`config.mk`:
```
export PLATFORM = sky130hd
export DESIGN_NAME = div_share_ctrl
export DESIGN_NICKNAME = d
export VERILOG_FILES = /design/src/rtl/div_ctrl_pkg.sv /design/src/rtl/unsigned_div.sv /design/src/rtl/div_share_ctrl.sv
export SDC_FILE = /design/constraint.sdc
export NUM_CORES = 1
export LEC_CHECK = 0
export ABC_AREA = 1
export CAP_MARGIN = 20
export CORE_MARGIN = 10
export CORE_UTILIZATION = 40
export CTS_CLUSTER_DIAMETER = 40
export DETAILED_ROUTE_END_ITERATION = 7
export PLACE_DENSITY = 0.6
export RECOVER_POWER = 50
export REMOVE_ABC_BUFFERS = 1
export SLEW_MARGIN = 10
export SYNTH_ARGS = -nofsm -noshare
export SYNTH_HDL_FRONTEND = slang
export SYNTH_SLANG_ARGS = --single-unit
```
`constraint.sdc`:
```
create_clock -name clk -period 114.8 [get_ports clk]
set_input_delay 17.22 -clock clk [delete_from_list [all_inputs] [get_ports clk]]
set_output_delay 17.22 -clock clk [all_outputs]
set_load 0.005 [all_outputs]
```
`src/rtl/div_ctrl_pkg.sv`:
```
// ---------------------------------------------------------------------------
// div_ctrl_pkg
// Shared definitions for the divider-sharing controller: FSM state encoding,
// default datapath width and the quotient reported for a zero divisor.
// ---------------------------------------------------------------------------
package div_ctrl_pkg;

   localparam int DEF_WIDTH = 16;

   typedef enum logic [1:0] {
      IDLE = 2'd0,
      EXEC = 2'd1,
      RESP = 2'd2
   } state_t;

   // Wide enough for any supported WIDTH; users slice [WIDTH-1:0].
   localparam logic [63:0] DIV_ZERO_QUOTIENT = '1;

endpackage

```
`src/rtl/unsigned_div.sv`:
```
// ---------------------------------------------------------------------------
// unsigned_div
// Purely combinational restoring divider.
//   dividend, divisor : WIDTH-bit unsigned operands
//   quotient          : dividend / divisor (all ones when divisor is zero)
//   remainder         : dividend % divisor (dividend when divisor is zero)
// ---------------------------------------------------------------------------
module unsigned_div #(
   parameter int WIDTH = 16
) (
   input  logic [WIDTH-1:0] dividend,
   input  logic [WIDTH-1:0] divisor,
   output logic [WIDTH-1:0] quotient,
   output logic [WIDTH-1:0] remainder
);

   logic [WIDTH:0] w_rem;

   always_comb begin
      w_rem    = '0;
      quotient = '0;
      for (int i = WIDTH - 1; i >= 0; i--) begin
         w_rem = {w_rem[WIDTH-1:0], dividend[i]};
         if (w_rem >= {1'b0, divisor}) begin
            w_rem       = w_rem - {1'b0, divisor};
            quotient[i] = 1'b1;
         end
      end
      remainder = w_rem[WIDTH-1:0];
   end

endmodule

```
`src/rtl/div_share_ctrl.sv`:
```
// ---------------------------------------------------------------------------
// div_share_ctrl
// Shares one combinational unsigned_div between two requesters with
// round-robin arbitration and a single tagged response channel.
//
// Ports:
//   clk, rst                  clock / asynchronous active-high reset
//   req_valid[1:0]            per-requester request valid
//   req_ready[1:0]            per-requester accept (one-hot or zero)
//   req_dividend/req_divisor  lane i in bits [i*WIDTH +: WIDTH]
//   rsp_valid / rsp_ready     response handshake
//   rsp_id                    requester the response belongs to
//   rsp_quotient/remainder    result, held after handshake
//   rsp_div_zero              divisor was zero
//   busy                      controller not idle
//
// state | meaning
// ------+---------------------------------------------------------------
// IDLE  | arbitrate, accept one request
// EXEC  | latched operands settle through the divider, count down
// RESP  | response presented, wait for rsp_ready
// ---------------------------------------------------------------------------
module div_share_ctrl
   import div_ctrl_pkg::*;
#(
   parameter int WIDTH         = DEF_WIDTH,
   parameter int SETTLE_CYCLES = 2
) (
   input  logic               clk,
   input  logic               rst,
   input  logic [1:0]         req_valid,
   output logic [1:0]         req_ready,
   input  logic [2*WIDTH-1:0] req_dividend,
   input  logic [2*WIDTH-1:0] req_divisor,
   output logic               rsp_valid,
   input  logic               rsp_ready,
   output logic               rsp_id,
   output logic [WIDTH-1:0]   rsp_quotient,
   output logic [WIDTH-1:0]   rsp_remainder,
   output logic               rsp_div_zero,
   output logic               busy
);

   localparam int CNT_W = (SETTLE_CYCLES > 1) ? $clog2(SETTLE_CYCLES) : 1;
   localparam logic [CNT_W-1:0] CNT_INIT = CNT_W'(SETTLE_CYCLES - 1);

   state_t             r_state;
   state_t             w_next_state;
   logic [WIDTH-1:0]   r_dividend;
   logic [WIDTH-1:0]   r_divisor;
   logic               r_id;
   logic               r_last_grant;
   logic [CNT_W-1:0]   r_cnt;
   logic               r_rsp_id;
   logic [WIDTH-1:0]   r_rsp_q;
   logic [WIDTH-1:0]   r_rsp_r;
   logic               r_rsp_dz;

   logic               w_grant;
   logic               w_accept;
   logic               w_div_zero;
   logic               w_cnt_done;
   logic [WIDTH-1:0]   w_sel_dividend;
   logic [WIDTH-1:0]   w_sel_divisor;
   logic [WIDTH-1:0]   w_div_q;
   logic [WIDTH-1:0]   w_div_r;

   // Lone requester wins; on contention the one not served last wins.
   always_comb begin
      w_grant = 1'b0;
      if (req_valid == 2'b11) begin
         w_grant = ~r_last_grant;
      end else begin
         w_grant = req_valid[1];
      end
   end

   assign w_accept       = (r_state == IDLE) && (req_valid != 2'b00);
   assign req_ready      = w_accept ? (w_grant ? 2'b10 : 2'b01) : 2'b00;
   assign w_sel_dividend = w_grant ? req_dividend[2*WIDTH-1:WIDTH] : req_dividend[WIDTH-1:0];
   assign w_sel_divisor  = w_grant ? req_divisor[2*WIDTH-1:WIDTH]  : req_divisor[WIDTH-1:0];
   assign w_div_zero     = (w_sel_divisor == '0);
   assign w_cnt_done     = (r_cnt == '0);

   unsigned_div #(
      .WIDTH (WIDTH)
   ) u_div (
      .dividend  (r_dividend),
      .divisor   (r_divisor),
      .quotient  (w_div_q),
      .remainder (w_div_r)
   );

   always_comb begin
      w_next_state = r_state;
      case (r_state)
         IDLE: begin
            if (w_accept) begin
               w_next_state = w_div_zero ? RESP : EXEC;
            end
         end
         EXEC: begin
            if (w_cnt_done) begin
               w_next_state = RESP;
            end
         end
         RESP: begin
            if (rsp_ready) begin
               w_next_state = IDLE;
            end
         end
         default: w_next_state = IDLE;
      endcase
   end

   always_ff @(posedge clk or posedge rst) begin
      if (rst) begin
         r_state <= IDLE;
      end else begin
         r_state <= w_next_state;
      end
   end

   always_ff @(posedge clk or posedge rst) begin
      if (rst) begin
         r_dividend   <= '0;
         r_divisor    <= '0;
         r_id         <= 1'b0;
         r_last_grant <= 1'b1;
         r_cnt        <= '0;
         r_rsp_id     <= 1'b0;
         r_rsp_q      <= '0;
         r_rsp_r      <= '0;
         r_rsp_dz     <= 1'b0;
      end else begin
         case (r_state)
            IDLE: begin
               if (w_accept) begin
                  r_dividend   <= w_sel_dividend;
                  r_divisor    <= w_sel_divisor;
                  r_id         <= w_grant;
                  r_last_grant <= w_grant;
                  r_cnt        <= CNT_INIT;
                  // Zero divisor bypasses the divider entirely.
                  if (w_div_zero) begin
                     r_rsp_id <= w_grant;
                     r_rsp_q  <= DIV_ZERO_QUOTIENT[WIDTH-1:0];
                     r_rsp_r  <= w_sel_dividend;
                     r_rsp_dz <= 1'b1;
                  end
               end
            end
            EXEC: begin
               if (w_cnt_done) begin
                  r_rsp_id <= r_id;
                  r_rsp_q  <= w_div_q;
                  r_rsp_r  <= w_div_r;
                  r_rsp_dz <= 1'b0;
               end else begin
                  r_cnt <= r_cnt - 1'b1;
               end
            end
            default: ;
         endcase
      end
   end

   assign rsp_valid     = (r_state == RESP);
   assign rsp_id        = r_rsp_id;
   assign rsp_quotient  = r_rsp_q;
   assign rsp_remainder = r_rsp_r;
   assign rsp_div_zero  = r_rsp_dz;
   assign busy          = (r_state != IDLE);

endmodule

```
After elaboration in Yosys (flattened, before gate mapping)
Index checks and enable logic that the tools add are counted.
Storage, ports and cells
  bits in registers: 71
  input bits: 69
  output and inout bits: 38
  logic and storage cells: 122
Cells by class
  add/subtract/negate cells: 17
  magnitude comparators: 16
  equality and inequality tests: 7
  mux-type cells: 61
  bitwise gates (word level): 1
  reductions and logical operators: 10
Operators by type and width (count)
  two-way mux 16 bit: 24
  greater-or-equal comparator 17 x 16 -> 1 bit: 15
  subtractor 16 bit: 15
  one-hot mux 16 bit (2 select lines): 2
  two-way mux 1 bit: 25
  greater-or-equal comparator 1 x 16 -> 1 bit: 1
  zero test 16 bit: 1
  subtractor 1 x 16 -> 16 bit: 1
  two-way mux 2 bit: 6
  != test 2 bit, second input constant: 3
  one-hot mux 1 bit (2 select lines): 3
  one-hot mux 2 bit (3 select lines): 1
  nonzero test 2 bit: 3
  == test 2 bit, second input constant: 2
  AND reduction 2 bit: 2
  AND reduction 4 bit: 1
  AND reduction 3 bit: 1
  == test 2 x 1 -> 1 bit, second input constant: 1
  zero test 2 bit: 1
  != test 2 x 1 -> 1 bit, second input constant: 1
  logical AND 1 bit: 1
  inverter 1 bit: 1
  subtractor 1 bit, second input constant: 1

Longest topological paths before layout
  depth in word-level cells: 34
  depth in mapped cells: 321
  gate-level depth less buffers: 300

Cells and area by module
Synthesis repeated with hierarchy kept, for this count alone.
Second synthesis, totals
  cell total of the unflattened synthesis: 2701
  area total of the unflattened synthesis: 17196.5 µm²
By module, submodules not included
  unsigned_div: times used 1, cells an instance 2277, area an instance 13716.9 µm², seq. area each 0.0 µm²
  div_share_ctrl: times used 1, cells an instance 424, area an instance 3479.6 µm², seq. area each 1778.0 µm²

Worst setup path before layout
No wires, ideal clock.
  path kind: register to register
  start: register r_divisor[1]
  end: register r_rsp_r[14], in the netlist rsp_remainder[14]
  setup time: 0.124 ns
  data arrival time: 40.075 ns
  data required time: 114.676 ns
  setup slack: 74.601 ns
  cell stages (with the launch flop): 313
  path buffers: 22
  clock period less this slack: 40.199 ns
  cells stage by stage: dfrtp_1 inv_1 ha_1 nand2_1 nand2_1 nand3_2 nand2_1 o21ai_0 inv_1 ha_1 nand2_1 nor2_1 nor2_1 nor2_1 nand3_2 nand3_2 nand2_1 nand2_1 (+277 left out) o21ai_0 a21oi_1 o21bai_1 nand3_1 nand2_1 nand2_1 inv_1 nor2_1 nor2_1 nor2_1 nor2_1 nor2_1 nand3_4 buf_4 nand2_1 o21ai_1 nand2_1 nand3_1
On the way
  cells in the longest elaborated chain, start to end: 34
  elaborated cells between the ends (all ways): 50
  those cells by class: 16 x add/sub; 16 x order compare; 18 x mux
Ends and longest elaborated chain
  start: declaration: RTL line div_share_ctrl.sv:50  | logic [WIDTH-1:0] r_divisor;
  start signal: assignment: RTL line div_share_ctrl.sv:140  | r_divisor <= w_sel_divisor;
  subtractor 1 x 16 -> 16 bit or greater-or-equal comparator 1 x 16 -> 1 bit (tied branches): RTL line unsigned_div.sv:25, unsigned_div.sv:24
  two-way mux 16 bit: RTL line unsigned_div.sv:24  | if (w_rem >= {1'b0, divisor}) begin
  subtractor 16 bit or greater-or-equal comparator 17 x 16 -> 1 bit (tied branches): RTL line unsigned_div.sv:25, unsigned_div.sv:24
  two-way mux 16 bit: RTL line unsigned_div.sv:24
  subtractor 16 bit or greater-or-equal comparator 17 x 16 -> 1 bit (tied branches): RTL line unsigned_div.sv:25, unsigned_div.sv:24
  two-way mux 16 bit: RTL line unsigned_div.sv:24
  subtractor 16 bit or greater-or-equal comparator 17 x 16 -> 1 bit (tied branches): RTL line unsigned_div.sv:25, unsigned_div.sv:24
  two-way mux 16 bit: RTL line unsigned_div.sv:24
  (+18 left out)
  subtractor 16 bit or greater-or-equal comparator 17 x 16 -> 1 bit (tied branches): RTL line unsigned_div.sv:25, unsigned_div.sv:24
  two-way mux 16 bit: RTL line unsigned_div.sv:24
  greater-or-equal comparator 17 x 16 -> 1 bit or subtractor 16 bit (tied branches): RTL line unsigned_div.sv:24, unsigned_div.sv:25
  two-way mux 16 bit: RTL line unsigned_div.sv:24
  subtractor 16 bit or greater-or-equal comparator 17 x 16 -> 1 bit (tied branches): RTL line unsigned_div.sv:25, unsigned_div.sv:24
  two-way mux 16 bit *: RTL line unsigned_div.sv:24
  two-way mux 16 bit *: RTL line div_share_ctrl.sv:154  | if (w_cnt_done) begin
  one-hot mux 16 bit (2 select lines) *: RTL line div_share_ctrl.sv:136  | case (r_state)
  end signal: assignment: RTL line div_share_ctrl.sv:148  | r_rsp_r <= w_sel_dividend;
  end signal: assignment: RTL line div_share_ctrl.sv:157  | r_rsp_r <= w_div_r;
  end: declaration: RTL line div_share_ctrl.sv:56  | logic [WIDTH-1:0] r_rsp_r;
Every way passes the cells marked *; elsewhere a longest branch is shown, timed or not. The select of a mux whose other input is x is not followed.
A chain may end at the register's enable or synchronous reset.

Worst setup path after layout
  start: register r_dividend[15]
  end: register r_rsp_r[7], in the netlist rsp_remainder[7]
On the way
  cells in the longest elaborated chain, start to end: 34
  elaborated cells between the ends (all ways): 50
  those cells by class: 16 x add/sub; 16 x order compare; 18 x mux
Ends and longest elaborated chain
  start: declaration: RTL line div_share_ctrl.sv:49  | logic [WIDTH-1:0] r_dividend;
  start signal: assignment: RTL line div_share_ctrl.sv:139  | r_dividend <= w_sel_dividend;
  subtractor 1 x 16 -> 16 bit or greater-or-equal comparator 1 x 16 -> 1 bit (tied branches): RTL line unsigned_div.sv:25, unsigned_div.sv:24
  two-way mux 16 bit *: RTL line unsigned_div.sv:24
  subtractor 16 bit or greater-or-equal comparator 17 x 16 -> 1 bit (tied branches): RTL line unsigned_div.sv:25, unsigned_div.sv:24
  two-way mux 16 bit *: RTL line unsigned_div.sv:24
  subtractor 16 bit or greater-or-equal comparator 17 x 16 -> 1 bit (tied branches): RTL line unsigned_div.sv:25, unsigned_div.sv:24
  two-way mux 16 bit *: RTL line unsigned_div.sv:24
  subtractor 16 bit or greater-or-equal comparator 17 x 16 -> 1 bit (tied branches): RTL line unsigned_div.sv:25, unsigned_div.sv:24
  two-way mux 16 bit *: RTL line unsigned_div.sv:24
  (+18 left out)
  subtractor 16 bit or greater-or-equal comparator 17 x 16 -> 1 bit (tied branches): RTL line unsigned_div.sv:25, unsigned_div.sv:24
  two-way mux 16 bit *: RTL line unsigned_div.sv:24
  greater-or-equal comparator 17 x 16 -> 1 bit or subtractor 16 bit (tied branches): RTL line unsigned_div.sv:24, unsigned_div.sv:25
  two-way mux 16 bit *: RTL line unsigned_div.sv:24
  subtractor 16 bit or greater-or-equal comparator 17 x 16 -> 1 bit (tied branches): RTL line unsigned_div.sv:25, unsigned_div.sv:24
  two-way mux 16 bit *: RTL line unsigned_div.sv:24
  two-way mux 16 bit *: RTL line div_share_ctrl.sv:154
  one-hot mux 16 bit (2 select lines) *: RTL line div_share_ctrl.sv:136
Marks and branches as above.

==> results.json <==
{
  "outcome": "finished with violations",
  "violated_checks": "max-capacitance violations, max-slew violations",
  "slew-limit-headroom_pct": -114,
  "post_cts.repair.setup_buffers": 0,
  "num_vias": 17100,
  "path_common_cell": "a21oi_1",
  "cp-startpoint": "r_dividend[15]",
  "port_buffers": 106,
  "syn-mean-instance-area_sq_um": 6.49,
  "placed_area_sq_mm": 0.0182,
  "worst_path_largest_cell_delay_ns": 0.59,
  "global_router_s_overall_resource_usage_pct": 21.9,
  "final_hold_violation_count": 0,
  "grtUsageMet1_pct": 28.9,
  "netlist_instances": 2546,
  "min_period_ns": 45.87,
  "min-delay-path-class": "flop to flop",
  "setup_viol": 0,
  "clock_sink_count": 71,
  "detailed_place_hpwl_um": 44600,
  "synth_area_sq_mm": 0.0165,
  "layout_worst_path_cycle_share_pct": 40.0,
  "ys_ff_latch": 71,
  "busiest_layer": "met2",
  "ctsRootBufferMaster": "clkbuf_16",
  "first_iter_violations": 1109,
  "avgRoutedWirePerCell_um": 17.9,
  "dieHeight_um": 223,
  "synth_top_flop_cell": "dfrtp_1",
  "post_synth_edffs": 0,
  "worst_setup_path_endpoint": "rsp_remainder[7]",
  "synth.distinct_cells": 54,
  "crit_arrival_ns": 46.12,
  "critical_path_launch_point_type": "flop",
  "post_drt_via_cell_ratio": 5.39,
  "cp_slowest_cell": "nor2_2",
  "kind_of_end_point_of_the_critical_path": "flop",
  "drtAntennaViolNets": 0,
  "data_required_time_of_the_critical_path_ns": 115.04,
  "slew_viol_final": 52,
  "grt_max_degree": 72,
  "worstMarginPinSlew_ns": 3.21,
  "met3_routing_resource_usage_after_global_routing_pct": 3.67,
  "cts-root-to-sink-buffers": 2,
  "synth-seq-area-share_pct": 10.8,
  "final_common_cell": "nand2_1",
  "design.final.nets": 2966,
  "totalNegativeSetupSlack_ns": 0,
  "tritoncts_clock_tree": "yes",
  "die_width_um": 223,
  "critical_path_maximum_fanout": 29,
  "design.core.area_sq_mm": 0.0408,
  "route.final.wire_length_um": 56900,
  "grt_first_pass_wirelength_um": 88100,
  "tritoncts.num_buffers": 9,
  "antenna_cell_count": 0,
  "io_pins": 107,
  "via_count_of_the_first_global_routing_pass": 16300,
  "drcViolationCount": 0,
  "yosys_warnings": 0,
  "max_clock_freq_mhz": 21.8,
  "path_clk_slew_ns": 0.07,
  "initial_util_pct": 40.4,
  "synthArstFlopShare_pct": 100,
  "antenna_found_initial": 0,
  "r2r_setup_slack_ns": 68.93,
  "clock_latency_ns": 0.36,
  "floorplan.die_area_sq_mm": 0.0498,
  "grt_setup_unrepaired": "no",
  "layout-drive-gt1-share_pct": 4.80,
  "routing_usage_on_met2_pct": 35.8,
  "max_cap_viol_count": 1,
  "mostFrequentLayoutCells": "599 x nand2_1, 321 x inv_1, 249 x a21oi_1",
  "setup_cp_type": "flop to flop",
  "hold_buffers_post_cts": 0,
  "critical_path.reg2reg.endpoint": "rsp_remainder[7]",
  "clock_skew_ns": 0.0131,
  "overflow": 0,
  "timing.reg2reg.worst_path_depth": 290,
  "worst_r2r_startpoint": "r_dividend[15]",
  "placement_rows": 74,
  "gpl.final_weighted_congestion": 0.922,
  "fin_area_sq_mm": 0.0185,
  "areaGrowthSynthToFinish_pct": 11.9,
  "post_cts_resize_count": 0,
  "ctsHtreeMaxLevel": 3,
  "drt_pass1_iterations": 7
}
[Yosys cell counts, types with 6 or more instances]
library cell	instances	area, sq um
inv_2	9	33.8
o21ai_2	8	70.1
o21ai_1	65	325
mux2i_1	28	280
clkbuf_1	18	67.6
nor2_2	10	62.6
o21a_1	8	60.1
nand3_4	11	193
a21oi_1	249	1250
buf_2	16	80.1
o21ai_0	195	976
nand2_1	600	2250
nor3_1	15	75.1
fa_1	15	300
dfrtp_1	70	1750
nand3_2	13	130
inv_1	322	1210
nor4_1	7	43.8
o21bai_1	42	315
nand2_2	7	43.8
nor2_1	136	510
nand4_1	32	200
a221o_1	11	110
xnor2_1	70	613
buf_4	6	45.0
or2_2	7	43.8
ha_1	241	3020
nand3_1	117	586
a21o_1	15	113
nand3b_1	8	60.1
o22ai_1	7	43.8
nand2_4	8	90.1
a31oi_1	6	37.5
xor2_1	126	1100
[critical path: cells and delay by family, from the launching register on]
family / cells / cell delay, ns
AOI/OAI and AO/OA: 142 / 22.78
buffers and inverters: 38 / 5.63
adders and majority gates: 17 / 5.70
DFF: 1 / 0.36
and+or+nand+nor: 93 / 11.15
[how the worst min path moves through the flow]
stage | cells after the start | start | slack, ns | endpoint
after floorplan | 2 | r_cnt | 0.44 | r_cnt
after global placement | 2 | r_cnt | 0.46 | r_cnt
after detailed placement | 2 | r_cnt | 0.47 | r_cnt
after CTS | 2 | r_cnt | 0.48 | r_cnt
after global routing | 2 | r_cnt | 0.52 | r_cnt
final | 2 | r_cnt | 0.48 | r_cnt
[logic make-up after synthesis]
family	synth area share, %
flops	10.8
compound gates	21.1
xor+xnor	10.4
simple gates	26.8
fa+ha+maj	20.1
mux	1.70
buf+inv	9.18
[state kept, by name (all words and copies together), names as in the netlist]
register	flops
r_cnt	1
rsp_id	1
r_last_grant	1
r_dividend	16
r_divisor	16
rsp_div_zero	1
rsp_remainder	16
r_state	2
rsp_quotient	16
r_id	1
[metrics by stage]
| step | cells | utilization [%] | hold slack (ns) | setup slack, ns |
|---|---|---|---|---|
| 2_1_floorplan | 2500 | - | 0.442 | 75.24 |
| 3_3_place_gp | 3161 | 44.5 | 0.458 | 70.99 |
| 3_5_place_dp | 3161 | 44.5 | 0.467 | 69.49 |
| 4_1_cts | 3177 | 45.3 | 0.484 | 69.31 |
| 5_1_grt | 3178 | 45.3 | 0.525 | 63.41 |
| 6_report | 3178 | 45.3 | 0.478 | 68.93 |
[routing by layer]
layer | wire [um] | share of wire, %
met1 | 26700 | 47
met2 | 25100 | 44
met3 | 3440 | 6.1
met4 | 1570 | 2.8
met5 | 0 | 0
[cell type report]
class	count	area (sq um)
multi-input cells	2093	13200
well taps	532	666
fillers	4325	22400
clock buffers	10	239
inverters	336	1260
clock inverters	6	65.1
repair buffers	130	1230
flip-flops and latches	71	1780
Power is left out: the tool's default activity adds up to more than one toggle a clock period on the data nets, which glitch-free logic cannot reach.
==> patch (config.mk and constraints unchanged) <==
Make the reset (`rst`) synchronous in 2 clocked blocks. Comments in the files are not updated.
--- a/src/rtl/div_share_ctrl.sv
+++ b/src/rtl/div_share_ctrl.sv
@@ -114,5 +114,5 @@
    end
 
-   always_ff @(posedge clk or posedge rst) begin
+   always_ff @(posedge clk) begin
       if (rst) begin
          r_state <= IDLE;
@@ -122,5 +122,5 @@
    end
 
-   always_ff @(posedge clk or posedge rst) begin
+   always_ff @(posedge clk) begin
       if (rst) begin
          r_dividend   <= '0;
Behaviour: not the same (a bounded check fails within 4 cycles, from zero or initial values and one cycle with rst high; the reset may be asserted at any time).
==> patch against the original RTL <==
The flow still finishes with violations (capacitance limit, slew limit); wire length grew 1.9%; worst setup slack better by 1500 ps; synthesized cell count increased by 0.47%; global-route usage rose by 0.58 points; critical endpoint is now rsp_remainder[4]; final cell count fell by 0.25%; sequential cell count is the same; count of clock-buffer cells in the layout unchanged; non-clock buffer count fell by 1; design area shrank 1.5%; synthesized area down 1.1%; hold slack worse by 15 ps.
Power is not shown: default switching activity piles up to over one toggle a cycle in this logic, so the estimate is an artifact.
==> patch: results (changes against the original RTL) <==
max_stage_delay_ps: 480  # -110 ps
synth_cell_types: 57  # +5.6%
grt_use_total_pct: 22.5  # +0.58 points
status: "finished with violations"
whs_endpoint: "rsp_remainder[14]"
grt_pass1_vias: 16555  # +1.3%
num-fill-cells: 4160  # -3.8%
drt_iter0_drc: 1170  # +5.5%
worstPathArrival_ps: 44610  # -1510 ps
yosys-top-cells-area: "ha_1, nand2_1, dfxtp_1"
final_nets: 2965  # -0.034%
crit_slowest_cell: "ha_1"
min_from: "rsp_remainder[14]"
grt_pass1_wl_um: 90300  # +2.5%
seq_area_frac_synth_pct: 8.70  # -2.1 points
cap_violations: 1  # unchanged
final.setup_skew_ps: 12.7  # -0.390 ps
firstDrtPassIters: 5  # -2
place.gp.congestion: 0.937  # +1.7%
violations: "capacitance limit, slew limit"
maxSlewHeadroom_pct: -39.6  # +74 points
r2r_end: "rsp_remainder[4]"
synth_flop_cell: "dfxtp_1"
dpl.hpwl_um: 44800  # +0.59%
final_layout_size_suffix_gt1_share_pct: 4.91  # +0.12 points
slew_viol_final: 45  # -13%
r2r-start: "r_divisor[0]"
synth_async_sr_flop_share_pct: 0  # -100 points
antenna_found_initial: 1  # +1
via_count: 17519  # +2.3%
ys_top_cells_by_count: "nand2_1, inv_1, a21oi_1, ha_1, o21ai_0"
ff2ff_path_depth: 277  # -4.5%
r2r_slack_ps: 70440  # +1510 ps
wl_per_cell_um: 18.3  # +2.1%
[patch: cell type report]
class	count	area share, %
clock buffers	10	1.26
clock inverters	6	0.378
inverters	330	6.82
multi-input cells	2099	73.4
flip-flops and latches	71	7.81
well taps	525	3.61
repair buffers	129	6.76
[patch: worst max-delay path, delay by kind of cell, from the launching register on]
kind	cells	cell delay [ps]
buffers and inverters	33	5020
adders and majority gates	17	5680
and+or+nand+nor	84	10410
AOI/OAI and AO/OA	143	22680
DFF	1	300
[patch: kinds of logic after synthesis]
group	after synthesis	synth area share, %
AND/OR/NAND/NOR	946	26.2
AO/OA/AOI/OAI	675	23.0
XOR/XNOR	190	10.2
multiplexers	32	1.96
adder cells (fa/ha/maj)	256	20.3
buffers and inverters	388	9.57
flip-flops	71	8.70
[patch: per-stage QoR]
step / setup WS [ps] / cells / util [%] / cell area [um^2] / hold WS, ps
after floorplan: 76190 / 2500 / - / 16000 / 430
after global placement: 72150 / 3154 / 44.8 / 17900 / 447
after detailed placement: 71120 / 3154 / 44.8 / 17900 / 449
after CTS: 70930 / 3170 / 45.5 / 18200 / 464
after global routing: 65180 / 3170 / 45.5 / 18200 / 488
final: 70440 / 3170 / 45.5 / 18200 / 464
[patch: how the worst max path moves through the flow]
stage	slack, ps	end	depth (start not counted)	from
finish	70440	rsp_remainder[4]	277	r_divisor[0]
global placement	72150	rsp_remainder[4]	276	r_divisor[0]
floorplan	76190	rsp_remainder[10]	281	r_divisor[1]
detailed placement	71120	rsp_remainder[4]	282	r_divisor[0]
CTS	70930	rsp_remainder[4]	283	r_divisor[0]
global route	65180	rsp_remainder[3]	279	r_divisor[0]
[patch: layer usage]
metal,wire (um),track usage [%]
met1,26000,28.8
met2,26800,37.8
met3,3480,3.49
met4,1680,6.71
met5,0,0
